[src/rtl/muldiv_seq_pkg.sv]
// Shared definitions for the multiply/divide sequencer.
//   WIDTH_DEF : default operand width
//   op_t      : op field encoding (6/7 are no-ops)
//   state_t   : sequencer states
package muldiv_seq_pkg;

  localparam int unsigned WIDTH_DEF = 32;

  typedef enum logic [2:0] {
    OP_MULT  = 3'd0,
    OP_MULTU = 3'd1,
    OP_DIV   = 3'd2,
    OP_DIVU  = 3'd3,
    OP_MTHI  = 3'd4,
    OP_MTLO  = 3'd5
  } op_t;

  typedef enum logic [1:0] {
    S_IDLE,
    S_MUL,
    S_DIV,
    S_FIX
  } state_t;

endpackage

[src/rtl/muldiv_seq_udiv_core.sv]
// Iterative unsigned restoring divider, one quotient bit per step, MSB first.
//   clk, reset          : clock, synchronous active-high reset
//   load                : capture dividend/divisor and clear the partial remainder
//   step                : perform one restoring iteration
//   dividend, divisor   : operands (divisor must be non-zero)
//   quotient, remainder : results, valid after WIDTH steps
module udiv_core #(
  parameter int unsigned WIDTH = 32
) (
  input  logic             clk,
  input  logic             reset,
  input  logic             load,
  input  logic             step,
  input  logic [WIDTH-1:0] dividend,
  input  logic [WIDTH-1:0] divisor,
  output logic [WIDTH-1:0] quotient,
  output logic [WIDTH-1:0] remainder
);

  logic [WIDTH-1:0] q;
  logic [WIDTH-1:0] r;
  logic [WIDTH-1:0] d;
  logic [WIDTH:0]   r_shift;
  logic [WIDTH:0]   r_trial;
  logic             fits;

  // The quotient register doubles as the dividend shift register.
  always_comb begin
    r_shift = {r, q[WIDTH-1]};
    r_trial = r_shift - {1'b0, d};
    fits    = (r_shift >= {1'b0, d});
  end

  always_ff @(posedge clk) begin
    if (reset) begin
      q <= '0;
      r <= '0;
      d <= '0;
    end else if (load) begin
      q <= dividend;
      r <= '0;
      d <= divisor;
    end else if (step) begin
      q <= {q[WIDTH-2:0], fits};
      r <= fits ? r_trial[WIDTH-1:0] : r_shift[WIDTH-1:0];
    end
  end

  assign quotient  = q;
  assign remainder = r;

endmodule

[src/rtl/muldiv_seq.sv]
// Multiply/divide sequencer owning HI/LO. Signed ops are done on magnitudes
// with a shared unsigned multiplier and iterative divider; signs fixed at write.
//   clk, reset     : clock, synchronous active-high reset
//   start, op      : request and operation code (sampled only when idle)
//   rs_val, rt_val : operands
//   busy           : operation in flight, pipeline must stall
//   done           : one-cycle pulse after a mul/div wrote HI/LO
//   hi, lo         : HI/LO registers
module muldiv_seq
  import muldiv_seq_pkg::*;
#(
  parameter int unsigned WIDTH      = WIDTH_DEF,
  parameter int unsigned MUL_CYCLES = 4
) (
  input  logic             clk,
  input  logic             reset,
  input  logic             start,
  input  logic [2:0]       op,
  input  logic [WIDTH-1:0] rs_val,
  input  logic [WIDTH-1:0] rt_val,
  output logic             busy,
  output logic             done,
  output logic [WIDTH-1:0] hi,
  output logic [WIDTH-1:0] lo
);

  localparam int unsigned CNT_MAX = (WIDTH > MUL_CYCLES) ? WIDTH : MUL_CYCLES;
  localparam int unsigned CW      = $clog2(CNT_MAX) + 1;

  state_t           state, state_next;
  logic [CW-1:0]    count;
  logic [WIDTH-1:0] mag_a, mag_b;
  logic             neg, qneg, rneg, dz;

  logic             is_mul, is_div, signed_op, rt_zero;
  logic             rs_neg, rt_neg;
  logic [WIDTH-1:0] rs_mag, rt_mag;
  logic [2*WIDTH-1:0] prod;
  logic [WIDTH-1:0] quot, rem;
  logic             div_load, div_step, mul_wr, fix_wr;

  // Operand decode and sign/magnitude conversion.
  always_comb begin
    is_mul    = (op == OP_MULT) || (op == OP_MULTU);
    is_div    = (op == OP_DIV)  || (op == OP_DIVU);
    signed_op = (op == OP_MULT) || (op == OP_DIV);
    rt_zero   = (rt_val == '0);
    rs_neg    = signed_op & rs_val[WIDTH-1];
    rt_neg    = signed_op & rt_val[WIDTH-1];
    rs_mag    = rs_neg ? -rs_val : rs_val;
    rt_mag    = rt_neg ? -rt_val : rt_val;
  end

  // Shared unsigned multiplier, fed from the magnitude registers.
  assign prod = {{WIDTH{1'b0}}, mag_a} * {{WIDTH{1'b0}}, mag_b};

  udiv_core #(.WIDTH(WIDTH)) u_div (
    .clk       (clk),
    .reset     (reset),
    .load      (div_load),
    .step      (div_step),
    .dividend  (rs_mag),
    .divisor   (rt_mag),
    .quotient  (quot),
    .remainder (rem)
  );

  // State register
  always_ff @(posedge clk) begin
    if (reset) state <= S_IDLE;
    else       state <= state_next;
  end

  // Next-state logic
  always_comb begin
    state_next = state;
    case (state)
      S_IDLE: begin
        if (start && is_mul)      state_next = S_MUL;
        else if (start && is_div) state_next = rt_zero ? S_FIX : S_DIV;
      end
      S_MUL:   if (count == '0) state_next = S_IDLE;
      S_DIV:   if (count == '0) state_next = S_FIX;
      S_FIX:   state_next = S_IDLE;
      default: state_next = S_IDLE;
    endcase
  end

  // Control outputs
  always_comb begin
    busy     = (state != S_IDLE);
    div_load = (state == S_IDLE) && start && is_div && !rt_zero;
    div_step = (state == S_DIV);
    mul_wr   = (state == S_MUL) && (count == '0);
    fix_wr   = (state == S_FIX);
  end

  // Datapath registers. Divide-by-zero parks the raw dividend in mag_a
  // and goes straight to FIX, which then writes it to HI.
  always_ff @(posedge clk) begin
    if (reset) begin
      hi    <= '0;
      lo    <= '0;
      done  <= 1'b0;
      count <= '0;
      mag_a <= '0;
      mag_b <= '0;
      neg   <= 1'b0;
      qneg  <= 1'b0;
      rneg  <= 1'b0;
      dz    <= 1'b0;
    end else begin
      done <= mul_wr | fix_wr;
      case (state)
        S_IDLE: begin
          if (start) begin
            case (op)
              OP_MTHI: hi <= rs_val;
              OP_MTLO: lo <= rs_val;
              OP_MULT, OP_MULTU: begin
                mag_a <= rs_mag;
                mag_b <= rt_mag;
                neg   <= rs_neg ^ rt_neg;
                count <= CW'(MUL_CYCLES - 1);
              end
              OP_DIV, OP_DIVU: begin
                if (rt_zero) begin
                  mag_a <= rs_val;
                  dz    <= 1'b1;
                end else begin
                  qneg  <= rs_neg ^ rt_neg;
                  rneg  <= rs_neg;
                  dz    <= 1'b0;
                  count <= CW'(WIDTH - 1);
                end
              end
              default: ;
            endcase
          end
        end
        S_MUL: begin
          if (count == '0) {hi, lo} <= neg ? -prod : prod;
          else             count    <= count - CW'(1);
        end
        S_DIV: begin
          if (count != '0) count <= count - CW'(1);
        end
        S_FIX: begin
          if (dz) begin
            hi <= mag_a;
            lo <= '1;
          end else begin
            lo <= qneg ? -quot : quot;
            hi <= rneg ? -rem  : rem;
          end
          dz <= 1'b0;
        end
        default: ;
      endcase
    end
  end

endmodule

[config.mk]
export PLATFORM = sky130hd
export DESIGN_NAME = muldiv_seq
export DESIGN_NICKNAME = d
export VERILOG_FILES = /design/src/rtl/muldiv_seq_pkg.sv /design/src/rtl/muldiv_seq_udiv_core.sv /design/src/rtl/muldiv_seq.sv
export SDC_FILE = /design/constraint.sdc
export NUM_CORES = 2
export LEC_CHECK = 0
export BUFFER_PORTS_ARGS = -buffer_cell sky130_fd_sc_hd__buf_2
export CAP_MARGIN = 10
export CORE_MARGIN = 5
export CORE_UTILIZATION = 39
export CTS_CLUSTER_SIZE = 12
export DETAILED_ROUTE_END_ITERATION = 10
export SLEW_MARGIN = 20
export SYNTH_ARGS = -nofsm -noshare
export SYNTH_HDL_FRONTEND = slang
export SYNTH_SLANG_ARGS = --single-unit
[constraint.sdc]
create_clock -name clk -period 9.8 [get_ports clk]
set_clock_uncertainty 0.1 [all_clocks]
set_input_delay 2.94 -clock clk [delete_from_list [all_inputs] [get_ports clk]]
set_output_delay 2.94 -clock clk [all_outputs]
set_load 0.02 [all_outputs]
# Yosys cells after proc, flatten, opt, wreduce, memory -nomap -nowiden
# Index checks and enable logic that the tools add are counted.
totals:
  out_inout_bits: 66
  latchBits: 0
  rom_bits: 0
  elab_cells: 116
  n_memories: 0
  register_bits: 237
  ramBits: 0
classes:
  muxes: 36
  shifts: 0
  n_bitwise: 5
  add_sub_neg: 7
  order_cmp: 1
  n_div: 0
  multipliers: 1
  reduce_logical: 32
  n_eq_ne: 20
ops:
  columns: ["op", "count"]
  rows:
  - ["two-way mux 32 bit", 16]
  - ["case mux 32 bit (3 select lines)", 2]
  - ["negator 32 bit", 4]
  - ["multiplier 32 x 32 -> 64 bit", 1]
  - ["two-way mux 64 bit", 1]
  - ["negator 64 bit", 1]
  - ["case mux 32 bit (2 select lines)", 1]
  - ["greater-or-equal comparator 33 x 32 -> 1 bit", 1]
  - ["zero test 32 bit", 1]
  - ["subtractor 32 bit", 1]
  - ["two-way mux 6 bit", 4]
  - ["case mux 6 bit (3 select lines)", 1]
  - ["AND reduction 4 bit", 4]
  - ["case mux 6 bit (2 select lines)", 1]
  - ["inequality test 2 x 1 -> 1 bit (second input constant)", 5]
  - ["AND reduction 3 bit", 3]
  - ["two-way mux 2 bit", 4]
  - ["inequality test 2 bit (second input constant)", 4]
  - ["case mux 2 bit (4 select lines)", 1]
  - ["nonzero test 2 bit", 4]
  - ["== test 3 x 2 -> 1 bit (second input constant)", 2]
  - ["== test 3 bit (second input constant)", 2]
  - ["logical AND 1 bit", 6]
  - ["zero test 6 bit", 1]
  - ["20 further kinds", 31]

# Logic depth before layout (Yosys ltp)
depth:
  depth_word: 6
  mapped_depth: 31
  ltp_nobuf: 28

# By module
# A second synthesis with hierarchy kept.
unflattened:
  cells_unflattened: 6185
  area_unflattened_um2: 51693.3
modules_own_cells:
  columns: ["module", "area_each_um2", "instances", "cells_per_inst", "seq_area_each_um2"]
  rows:
  - ["muldiv_seq", 45656.3, 1, 5431, 2822.7]
  - ["udiv_core", 6037.0, 1, 754, 1921.8]

# Least setup slack after synthesis
# No wires, ideal clock.
synth_timing:
  kind: "reg2reg"
  start: "reg mag_b[10]"
  end: "reg hi[30]"
  setup_slack_ns: 1.142
  arrival_time_ns: 8.426
  stages_incl_launch_ff: 28
  period_less_slack_ns: 8.658
  required_ns: 9.568
  path_cell_list: "dfxtp_1 -> clkbuf_1 -> and2_1 -> fa_1 -> fa_1 -> inv_1 -> fa_1 -> fa_1 -> fa_1 -> inv_1 -> fa_1 -> fa_1 -> fa_1 -> ha_1 -> buf_6 -> a21oi_1 -> o21ai_0 -> a2111oi_2 -> and2_2 -> nor2_1 -> o311ai_0 -> or3b_1 -> or4_1 -> buf_2 -> or4_4 -> o31ai_2 -> xor2_1 -> o32ai_1"
synth_via:
  elab_chain_cells: 5
synth_lines:
  columns: ["element", "line", "rtl"]
  rows:
  - ["from (decl)", "muldiv_seq.sv:32", "logic [WIDTH-1:0] mag_a, mag_b;"]
  - ["from (signal assigned)", "muldiv_seq.sv:122", "mag_b <= rt_mag;"]
  - ["multiplier 32 x 32 -> 64 bit (*)", "muldiv_seq.sv:55", "assign prod = {{WIDTH{1'b0}}, mag_a} * {{WIDTH{1'b0}}, mag_b};"]
  - ["negator 64 bit", "muldiv_seq.sv:142", "if (count == '0) {hi, lo} <= neg ? -prod : prod;"]
  - ["two-way mux 64 bit (*)", "muldiv_seq.sv:142", null]
  - ["two-way mux 32 bit (*)", "muldiv_seq.sv:142", null]
  - ["case mux 32 bit (3 select lines) (*)", "muldiv_seq.sv:114", "case (state)"]
  - ["to (signal assigned)", "muldiv_seq.sv:118", "OP_MTHI: hi <= rs_val;"]
  - ["to (signal assigned)", "muldiv_seq.sv:142", null]
  - ["to (signal assigned)", "muldiv_seq.sv:150", "hi <= mag_a;"]
  - ["to (decl)", "muldiv_seq.sv:23", "output logic [WIDTH-1:0] hi,"]
# Every way passes the cells marked *; elsewhere a longest branch is shown, timed or not. The select of a mux whose other input is x is not followed.
# A chain may end at the register's enable or synchronous reset.

# Worst setup path in the final report
layout_timing:
  start: "reg mag_b[8]"
  end: "reg hi[30]"
# The elaborated chain is that of the path after synthesis.

==> run summary <==
global placer's final weighted congestion: 0.9466
Layout Nets: 7,337
share of the synthesized area in the top cell type: 35.31%
signal arrival time at the worst endpoint: 9.71 ns
drt wl/cell: 21.29 um
IO Count: 136
outcome: finished clean
Post-Layout Inst Area: 55,150 um^2
# port buffers: 135
post-CTS setup-driven buffer insertion count: 0
number of warnings reported in the yosys synthesis log: 0
remaining antenna violation count after routing: 0
library cell used as clock root buffer: clkbuf_16
placed wire-length estimate after detailed placement: 138.4 mm
total wire length: 166.7 mm
number of cells produced by synthesis: 6,075
number of global-route vias before repair: 43,260
reg2reg path depth: 26
Post-Place Cell Area: 54,120 um^2
worst hold path depth: 2
fraction of final layout cells sized beyond drive strength 1: 7.871%
share of async-settable or async-resettable flops after synthesis: 0%
final hold violation count: 0
Synthesized Nets: 7,348
classification of the worst setup path: reg -> reg
largest fanout of any net on the critical path: 18
clock tree from TritonCTS: built
area added between synthesis and finish: 8.460%
remaining routing DRC violations: 0
maximum number of pins on one net before global-route repair: 97
post-cts resize count: 0
all-layer global routing usage: 24.17%
Num CTS Buffers: 31
clock network latency to the later pin of the worst-skew pair: 0.62 ns
worst setup slack after layout: 0.4379 ns
maximum frequency from static timing analysis: 106.8 MHz
min-delay worst type: reg -> reg
Core Region: 129,500 um^2
per-cell via count in the routed design: 5.431
Finish-stage setup viols: 0
transition time at the pin with the least slew margin: 1.117 ns
Die Width: 371.1 um
Leak Pwr: 25.69 nW
worst slack, placed: 0.2276 ns
clock input transition at the sequential cells of the worst setup and hold paths: 0.06 ns
Yosys cell types: 92
most area-consuming cells after synthesis: fa_1 (35%), dfxtp_1 (9.3%), ha_1 (7.5%)
first-pass GRT wire length: 261.2 mm
number of max-cap violations: 0
mean post-synth cell area: 8.370 um^2
leading area contributor after synthesis: fa_1
Remaining Overflow, GRT: 0
max-slew violation count: 0
Vias: 42,525
initial antenna violation count: 7
starting utilization of the core area: 39.27%
Synth Cell Area: 50,850 um^2
pwr dens: 139.7 nW/um^2
data required time of the worst path: 10.15 ns
number of levels in the clock H-tree: 1
final critical-path required period: 9.362 ns
total number of clock tree sinks: 237
final critical-path share of the clock period: 95.53%
flip-flop and latch count after synthesis: 237
category of the worst setup path launch point: flop
count of flip-flops with a built-in enable after synthesis: 0
first-pass detailed-route iteration total: 6
top flip-flop cell by instance count after synthesis: dfxtp_1
largest vdd supply drop: 0.3197 mV
type of element capturing the critical path: flop
vertical die dimension: 371.1 um
RSZ-0062 raised after global routing: false
CTS Hold Buffers Added: 0
row count: 132
Post-Route Setup TNS: 0 ns
largest buffer count on any clock path: 3
Die Footprint: 137,700 um^2
normalized max-slew margin: 25.56%
fraction of the yosys area taken by sequential cells: 9.331%
Starting DRT DRC Count: 3,198
## worst paths after layout
| path | start | end | slack (ns) |
|---|---|---|---|
| setup reg to reg | mag_b[8]$_SDFFE_PP0P_ | hi[30]$_SDFFE_PP0P_ | 0.44 |
| setup / recovery | mag_b[8]$_SDFFE_PP0P_ | hi[30]$_SDFFE_PP0P_ | 0.44 |
| hold reg to reg | u_div.d[0]$_SDFFE_PP0P_ | u_div.d[0]$_SDFFE_PP0P_ | 0.36 |
| hold / removal | u_div.d[0]$_SDFFE_PP0P_ | u_div.d[0]$_SDFFE_PP0P_ | 0.36 |
## placed cells by master (no fill, tap or decap), drive strengths merged, types with 30 or more instances in the layout
| cell type | count |
|---|---|
| or3 | 32 |
| nand4 | 40 |
| ha | 306 |
| a311oi | 37 |
| fa | 897 |
| nor2 | 388 |
| o21ai | 196 |
| and2 | 605 |
| xnor2 | 152 |
| nor4 | 30 |
| o31ai | 40 |
| nand3 | 60 |
| nor3 | 77 |
| a21oi | 169 |
| a21o | 60 |
| dfxtp | 237 |
| nand2 | 720 |
| clkbuf | 44 |
| nand2b | 31 |
| a211oi | 158 |
| o21a | 31 |
| inv | 918 |
| buf | 352 |
| xor2 | 98 |
| mux2i | 59 |
## registers in the layout (all words and copies together) (netlist names)
name	count
u_div.d	32
done	1
count	6
hi	32
rneg	1
u_div.quotient	32
mag_b	32
lo	32
u_div.remainder	32
state	2
mag_a	32
dz	1
neg	1
qneg	1
## kinds of logic after synthesis
group | Yosys count | share of synthesized area, %
buffers and inverters | 1314 | 9.734
muxes | 64 | 1.272
and+or+nand+nor | 2103 | 20.42
adders and majority gates | 1203 | 42.84
xor gates and xnor gates | 250 | 4.306
DFF | 237 | 9.331
AOI/OAI and AO/OA | 904 | 12.09
## cell usage after synthesis, types with 9 or more instances
| cell | instances |
|---|---|
| o2111ai_1 | 9 |
| and4_1 | 11 |
| a21oi_1 | 169 |
| nor2_1 | 388 |
| a21o_1 | 60 |
| nand2b_1 | 31 |
| or3_1 | 32 |
| buf_1 | 14 |
| nor2b_1 | 17 |
| nand4_1 | 40 |
| or4_1 | 14 |
| a31oi_1 | 29 |
| nor3b_1 | 12 |
| dfxtp_1 | 237 |
| and2_1 | 604 |
| o21ai_0 | 190 |
| a211oi_1 | 156 |
| and3_1 | 16 |
| nor3_1 | 77 |
| inv_1 | 918 |
| o211ai_1 | 13 |
| xor2_1 | 98 |
| nor4_1 | 29 |
| o41ai_1 | 14 |
| nand3b_1 | 10 |
| ha_1 | 306 |
| clkbuf_1 | 373 |
| o31ai_1 | 38 |
| nand2_1 | 720 |
| o21bai_1 | 17 |
| fa_1 | 897 |
| a221o_1 | 9 |
| or2_2 | 12 |
| xnor2_1 | 152 |
| mux2i_1 | 59 |
| a21boi_0 | 13 |
| a221oi_1 | 24 |
| nand3_1 | 60 |
| a22oi_1 | 13 |
| a311oi_1 | 37 |
| o21a_1 | 31 |
## critical path: stages, from the launching register on
cell and delay [ns]:
dfxtp_2 0.50, buf_4 0.29, and2_1 0.19, fa_1 0.42, fa_1 0.54, inv_1 0.06, fa_1 0.57, fa_1 0.45
fa_1 0.56, inv_1 0.06, fa_1 0.49, fa_1 0.55, fa_1 0.43, ha_1 0.33, a21oi_1 0.28, o21ai_0 0.24
a2111oi_2 0.43, and2_2 0.27, nor2_1 0.06, o311ai_1 0.34, buf_4 0.19, or3b_1 0.41, or4_1 0.45, or4_4 0.46
o31ai_2 0.27, xor2_1 0.16, o32ai_1 0.09
## power breakdown
part	switching (mW)	internal [mW]	leakage (nW)
logic	3.21	1.77	23.3
registers	0.365	1.20	1.95
clock network	0.516	0.644	0.476
## layer usage
metal	wire length (um)	vias up	share of wire, %	global-route usage [%]
li1	-	19297	-	-
met1	73350	21488	44	33.58
met2	75930	1485	46	39.19
met3	11500	251	6.9	3.669
met4	5909	4	3.5	6.985
met5	27	-	0.016	0
## cell type report
cell class | instances | area [um^2]
fillers | 13015 | 74330
clock buffers | 44 | 914.6
inverters | 918 | 3446
diodes | 2 | 5.005
well taps | 1742 | 2180
multi-input cells | 4524 | 41240
clock inverters | 11 | 75.07
repair buffers | 352 | 2515
flip-flops and latches | 237 | 4771
## metrics by stage
stage / util, % / total power [mW] / hold WS, ns / std cells
after global routing: 42.59 / 8.195 / 0.3950 / 7830
after CTS: 42.56 / 7.667 / 0.3650 / 7828
after global placement: 41.79 / 6.442 / 0.3491 / 7773
after detailed placement: 41.80 / 6.457 / 0.3566 / 7773
final: 42.59 / 7.704 / 0.3642 / 7830
after floorplan: - / 4.691 / 0.3363 / 6075
Note: power is estimated with default switching activity, not from simulation.
